[src/rtl/urv_writeback_split.sv]
// Write-back stage: load formatting, rd source select, registered RF write port,
// with word-crossing loads either split into two reads or trapped as a fault.
module urv_writeback_split #(
  parameter int unsigned g_with_ecc   = 0,
  parameter int unsigned g_misaligned = 1
) (
  input  logic        clk_i,
  input  logic        rst_n_i,
  input  logic        x_valid_i,
  input  logic        x_load_i,
  input  logic        x_store_i,
  input  logic [2:0]  x_fun_i,
  input  logic [31:0] x_dm_addr_i,
  input  logic [4:0]  x_rd_i,
  input  logic        x_rd_write_i,
  input  logic [2:0]  x_rd_source_i,
  input  logic [31:0] x_rd_value_i,
  input  logic [31:0] x_shifter_rd_value_i,
  input  logic [31:0] x_multiply_rd_value_i,
  input  logic [1:0]  x_ecc_flip_i,
  input  logic [31:0] dm_data_l_i,
  input  logic        dm_load_done_i,
  input  logic        dm_store_done_i,
  output logic        w_dm_load_o,
  output logic [31:0] w_dm_addr_o,
  output logic        w_stall_req_o,
  output logic        w_misaligned_o,
  output logic [4:0]  rf_rd_o,
  output logic [31:0] rf_rd_value_o,
  output logic        rf_rd_write_o,
  output logic [6:0]  rf_rd_ecc_o,
  output logic [1:0]  rf_rd_ecc_flip_o
);

  localparam int unsigned XLEN  = 32;
  localparam int unsigned ECC_W = 7;

  localparam logic [2:0] RD_SOURCE_SHIFTER  = 3'b001;
  localparam logic [2:0] RD_SOURCE_MULTIPLY = 3'b010;

  typedef enum logic [1:0] {
    S_IDLE     = 2'd0,
    S_ISSUE_HI = 2'd1,
    S_WAIT_HI  = 2'd2
  } state_t;

  state_t                 state_q, state_d;
  logic [XLEN-1:0]        lo_q;
  logic [XLEN-1:0]        rd_value_q;
  logic [4:0]             rd_q;
  logic                   rd_write_q;
  logic                   misaligned_q;
  logic [ECC_W-1:0]       ecc_q;
  logic [1:0]             ecc_flip_q;

  logic [1:0]             offset;
  logic                   crossing;
  logic [2*XLEN-1:0]      pair;
  logic [XLEN-1:0]        shifted;
  logic [XLEN-1:0]        load_value;
  logic [XLEN-1:0]        src_value;
  logic [XLEN-1:0]        commit_value;
  logic                   commit;
  logic                   fault;
  logic                   lo_load;
  logic                   stall;

  // Hamming(38,32) check bits plus an overall parity bit over data and check bits.
  function automatic logic [ECC_W-1:0] ecc_calc(input logic [XLEN-1:0] d);
    logic [ECC_W-1:0] e;
    logic [5:0]       p;
    int unsigned      k;
    e = '0;
    k = 0;
    for (int pos = 1; pos < 39; pos++) begin
      p = 6'(pos);
      if ((p & (p - 6'd1)) != 6'd0) begin
        for (int j = 0; j < 6; j++) begin
          if (p[j]) e[j] = e[j] ^ d[5'(k)];
        end
        k = k + 1;
      end
    end
    e[6] = (^d) ^ (^e[5:0]);
    return e;
  endfunction

  // Crossing detection and merged-word formatting shared by aligned and split loads.
  always_comb begin
    offset = x_dm_addr_i[1:0];
    case (x_fun_i[1:0])
      2'b00:   crossing = 1'b0;
      2'b01:   crossing = (offset == 2'd3);
      default: crossing = (offset != 2'd0);
    endcase

    pair    = (state_q == S_WAIT_HI) ? {dm_data_l_i, lo_q} : {{XLEN{1'b0}}, dm_data_l_i};
    shifted = XLEN'(pair >> {offset, 3'b000});

    case (x_fun_i[1:0])
      2'b00:   load_value = x_fun_i[2] ? {24'd0, shifted[7:0]}  : {{24{shifted[7]}}, shifted[7:0]};
      2'b01:   load_value = x_fun_i[2] ? {16'd0, shifted[15:0]} : {{16{shifted[15]}}, shifted[15:0]};
      default: load_value = shifted;
    endcase

    case (x_rd_source_i)
      RD_SOURCE_SHIFTER:  src_value = x_shifter_rd_value_i;
      RD_SOURCE_MULTIPLY: src_value = x_multiply_rd_value_i;
      default:            src_value = x_rd_value_i;
    endcase
  end

  // Next-state, commit decision and stall request.
  always_comb begin
    state_d      = state_q;
    commit       = 1'b0;
    commit_value = src_value;
    fault        = 1'b0;
    lo_load      = 1'b0;
    stall        = 1'b0;

    case (state_q)
      S_IDLE: begin
        if (x_valid_i && x_load_i) begin
          if (!dm_load_done_i) begin
            stall = 1'b1;
          end else if (crossing) begin
            if (g_misaligned != 0) begin
              lo_load = 1'b1;
              stall   = 1'b1;
              state_d = S_ISSUE_HI;
            end else begin
              fault = 1'b1;
            end
          end else begin
            commit       = 1'b1;
            commit_value = load_value;
          end
        end else if (x_valid_i && !x_store_i && x_rd_write_i) begin
          commit = 1'b1;
        end
      end
      S_ISSUE_HI: begin
        stall   = 1'b1;
        state_d = x_valid_i ? S_WAIT_HI : S_IDLE;
      end
      S_WAIT_HI: begin
        stall = !dm_load_done_i;
        if (!x_valid_i) begin
          state_d = S_IDLE;
        end else if (dm_load_done_i) begin
          commit       = 1'b1;
          commit_value = load_value;
          state_d      = S_IDLE;
        end
      end
      default: state_d = S_IDLE;
    endcase

    if (x_valid_i && x_store_i && !dm_store_done_i) stall = 1'b1;
  end

  // State, low-word latch and registered RF write port.
  always_ff @(posedge clk_i or negedge rst_n_i) begin
    if (!rst_n_i) begin
      state_q      <= S_IDLE;
      lo_q         <= '0;
      rd_value_q   <= '0;
      rd_q         <= '0;
      rd_write_q   <= 1'b0;
      misaligned_q <= 1'b0;
      ecc_q        <= '0;
      ecc_flip_q   <= '0;
    end else begin
      state_q      <= state_d;
      misaligned_q <= fault;
      rd_write_q   <= commit;
      if (lo_load) lo_q <= dm_data_l_i;
      if (commit) begin
        rd_value_q <= commit_value;
        rd_q       <= x_rd_i;
        ecc_q      <= (g_with_ecc != 0) ? ecc_calc(commit_value) : '0;
        ecc_flip_q <= (g_with_ecc != 0) ? x_ecc_flip_i : 2'b00;
      end
    end
  end

  assign w_dm_load_o      = (state_q == S_ISSUE_HI);
  assign w_dm_addr_o      = {x_dm_addr_i[31:2] + 30'd1, 2'b00};
  assign w_stall_req_o    = stall;
  assign w_misaligned_o   = misaligned_q;
  assign rf_rd_o          = rd_q;
  assign rf_rd_value_o    = rd_value_q;
  assign rf_rd_write_o    = rd_write_q;
  assign rf_rd_ecc_o      = ecc_q;
  assign rf_rd_ecc_flip_o = ecc_flip_q;

endmodule
[config.mk]
export PLATFORM = sky130hd
export DESIGN_NAME = urv_writeback_split
export DESIGN_NICKNAME = d
export VERILOG_FILES = /design/src/rtl/urv_writeback_split.sv
export SDC_FILE = /design/constraint.sdc
export NUM_CORES = 1
export LEC_CHECK = 0
export CAP_MARGIN = 15
export CORE_MARGIN = 2
export CORE_UTILIZATION = 42
export CTS_CLUSTER_SIZE = 25
export DETAILED_ROUTE_END_ITERATION = 16
export MAX_ROUTING_LAYER = met4
export PLACE_DENSITY = 0.83
export SKIP_LAST_GASP = 1
export SLEW_MARGIN = 20
export SYNTH_ARGS = -nofsm -noshare
export SYNTH_HDL_FRONTEND = slang
export SYNTH_SLANG_ARGS = --single-unit
[constraint.sdc]
create_clock -name clk_i -period 4.24 [get_ports clk_i]
set_clock_uncertainty 0.15 [all_clocks]
set_input_delay 1.06 -clock clk_i [delete_from_list [all_inputs] [get_ports clk_i]]
set_output_delay 1.06 -clock clk_i [all_outputs]
set_load 0.05 [all_outputs]
==> results.cfg <==
[setup_path]
crit_fanout = 7
endpoint_kind = primary output
r2r-end = rf_rd_value_o[6]
r2r-start = state_q[1]
start_kind = input port
worstRegToRegCells = 6
r2r_slack_ns = 1.37
required_ns = 3.03
criticalPathCategory = in -> out
cp.arrival_ns = 2.97

[routing]
wl_met1_mm = 7.76
met2_length_mm = 10.5
vias = 5794
drtPass1Iterations = 5
drt-total-wl_mm = 20.7
vias_per_cell = 5.90
route.met3.wl_mm = 1.59
drtAntennaViolNets = 0
highest_layer = met4
first_iter_violations = 432
wl_per_cell_um = 21.1
drc = 0

[timing]
worst_pin_slew_ns = 0.941
setup_viol = 0
setup_slack_ns = 0.0633
fin_crit_sh_pct = 98.5
min_period_ns = 4.18
holdWs_ns = 0.342
maxSlewViolCount = 0
max_freq_ghz = 0.239
finalHoldViolCount = 0
relSlewSlack_pct = 37.3
grt_setup_unrepaired = false

[logic_synthesis]
avgSynthCellArea_um2 = 10.2
async_flop_share_pct = 100
ys_ff_latch = 72
yosysSeqAreaShare_pct = 32.1
synth-edff-count = 0
synth_cell_type_count = 56
ys.warnings.count = 0
ys.flop_type = dfrtp_1
syn_area_um2 = 5610
synthCells = 552

[cts]
cts_buffer_depth = 2
clock-root-buffer = clkbuf_16
cts.clk_slew.worst_paths_ns = 0.06
cts_tree = yes
clock_sinks = 72
htreeDepth = 3
cts-buffers-inserted = 9
clkLatencyLatePin_ns = 0.34
hold_buffers = 0

[grt]
grt_remaining_overflow = 0
grt_pass1_vias = 5952
antenna_found_initial = 0
grt_max_degree = 73
grt_pass1_wl_mm = 32.1
track_usage_pct = 29.4

[power]
clkPwrFrac_pct = 26.0
cell_internal_pwr_uw = 1970
leakage_uw = 0.00373
p_sw_uw = 1170
irDropWorstVdd_mv = 0.208
power.share.switching_pct = 37.3
p_comb_share_pct = 43.2
pwr-share-seq_pct = 30.7
powerDensity_nw_per_um2 = 351

[min_path]
holdPathEnd = rf_rd_value_o[10]
min_path_type = reg -> reg
hp-start = rf_rd_value_o[10]
hold_depth = 2

[final_layout]
nets = 983
insertedDiodeCount = 0
final_layout_size_suffix_gt1_share_pct = 22.8
syn_to_final_growth_pct = 60.0
post-route-util_pct = 68.3

[placement]
pre_cts_ws_ns = -0.322
hpwl_mm = 16.1
numPortBuffers = 248
globalplace.congestion = 1.01

[floorplanning]
rows = 42
die_width_um = 120
dieArea_um2 = 14300
fp.dieH_um = 120
start_util_pct = 42.7
core_area_um2 = 13100
pin_count = 263

[run_status]
status = completed

[run]
max_cap_violations = 0
-- stage by stage --
step	instance area, um2	power, uW	instances	setup TNS [ns]
2_1_floorplan	5700	1740	563	0
3_3_place_gp	8550	2290	961	-1.52
3_5_place_dp	8550	2330	961	-2.40
4_1_cts	8910	3160	979	0
5_1_grt	8970	3280	982	0
6_report	8970	3150	982	0
-- how the worst max path moves through the flow --
stage | from | end | slack [ns] | cells past startpoint
6_report | x_dm_addr_i[2] | w_dm_addr_o[30] | 0.06 | 9
5_1_grt | x_dm_addr_i[2] | w_dm_addr_o[30] | 0.004 | 9
4_1_cts | x_dm_addr_i[4] | w_dm_addr_o[31] | 0.007 | 9
3_5_place_dp | x_dm_addr_i[3] | w_dm_addr_o[28] | -0.32 | 9
3_3_place_gp | x_dm_addr_i[3] | w_dm_addr_o[26] | -0.22 | 9
2_1_floorplan | x_dm_addr_i[2] | w_dm_addr_o[16] | 0.005 | 6
-- timing repair --
item	4_1_cts	5_1_grt
resized for setup	8	13
endpoints found under the setup margin	10	12
buffers inserted	2	3
cloned	0	0
pin swaps	5	7
-- cells in the mapped netlist, types with 3 or more instances --
cell type,n,area (um2)
dfrtp_1,72,1800
nand2_1,58,218
mux2_2,39,439
a21oi_1,38,190
a22o_1,32,280
mux2i_1,31,310
xnor2_1,24,210
nand3_1,23,115
clkbuf_1,20,75.1
mux4_2,19,428
o31ai_1,18,135
buf_4,17,128
a2bb2oi_1,16,140
o21ai_0,14,70.1
nor2_1,13,48.8
o221a_2,13,146
buf_2,12,60.1
nand4_1,8,50.1
o221ai_1,8,70.1
a31oi_1,7,43.8
a22oi_1,6,45.0
inv_1,6,22.5
o21a_1,6,45.0
and3_1,5,31.3
xor2_1,4,35.0
and4_1,3,26.3
buf_6,3,33.8
nor2b_1,3,18.8
or2_2,3,18.8
-- sequential cells by signal, indices dropped and copies added, names as in the netlist --
name and count:
lo_q 32, rf_rd_value_o 32, rf_rd_o 5, state_q 2, rf_rd_write_o 1
-- power groups by stage --
stage	sequential [uW]	combinational [uW]	clock (uW)
detailed placement	979	1360	0
global placement	963	1330	0
global route	989	1420	864
floorplan	1260	484	0
CTS	967	1360	830
finish	968	1360	819
-- layout by cell type, fill, tap and decap left out, types with 7 or more instances in the layout --
cell type,n
dlymetal6s2s_1,7
a21oi_1,38
nand3_1,22
nor2_1,12
conb_1,12
mux2i_1,31
xnor2_2,8
buf_12,26
mux2_2,39
o221a_2,13
clkdlybuf4s50_1,208
xnor2_1,16
dfrtp_1,72
buf_4,38
nand2_1,58
nand4_1,8
clkbuf_16,9
a2bb2oi_1,16
a31oi_1,7
o21ai_0,14
o31ai_1,18
o221ai_1,8
a22o_1,32
mux4_2,19
-- cell type report --
type | instances | area [um2]
repair buffers | 283 | 3010
clock inverters | 7 | 96.3
fillers | 974 | 4170
clock buffers | 9 | 225
multi-input cells | 429 | 3600
well taps | 176 | 220
inverters | 6 | 22.5
flip-flops and latches | 72 | 1800
-- critical path: stages --
cell and delay (ns):
dlygate4sd2_1 0.24, ha_2 0.21, and4_4 0.24, or3b_4 0.41, nor2_1 0.10, buf_4 0.16
nand4_1 0.15, xnor2_2 0.23, buf_12 0.16
-- kinds of logic after synthesis --
family | Yosys count | synth area share (%)
flops | 72 | 32.1
other cells | 1 | 0.0669
buf+inv | 62 | 6.45
mux | 91 | 21.9
compound gates | 167 | 23.0
xor+xnor | 28 | 4.37
fa+ha+maj | 1 | 0.223
simple gates | 130 | 11.8
-- per-layer routing --
layer / track usage (%) / vias to the layer above
li1: - / 2601
met1: 34.2 / 2835
met2: 50.4 / 303
met3: 6.18 / 55
met4: 10.9 / 0
met5: - / -
Power figures use the tool's default switching activity.
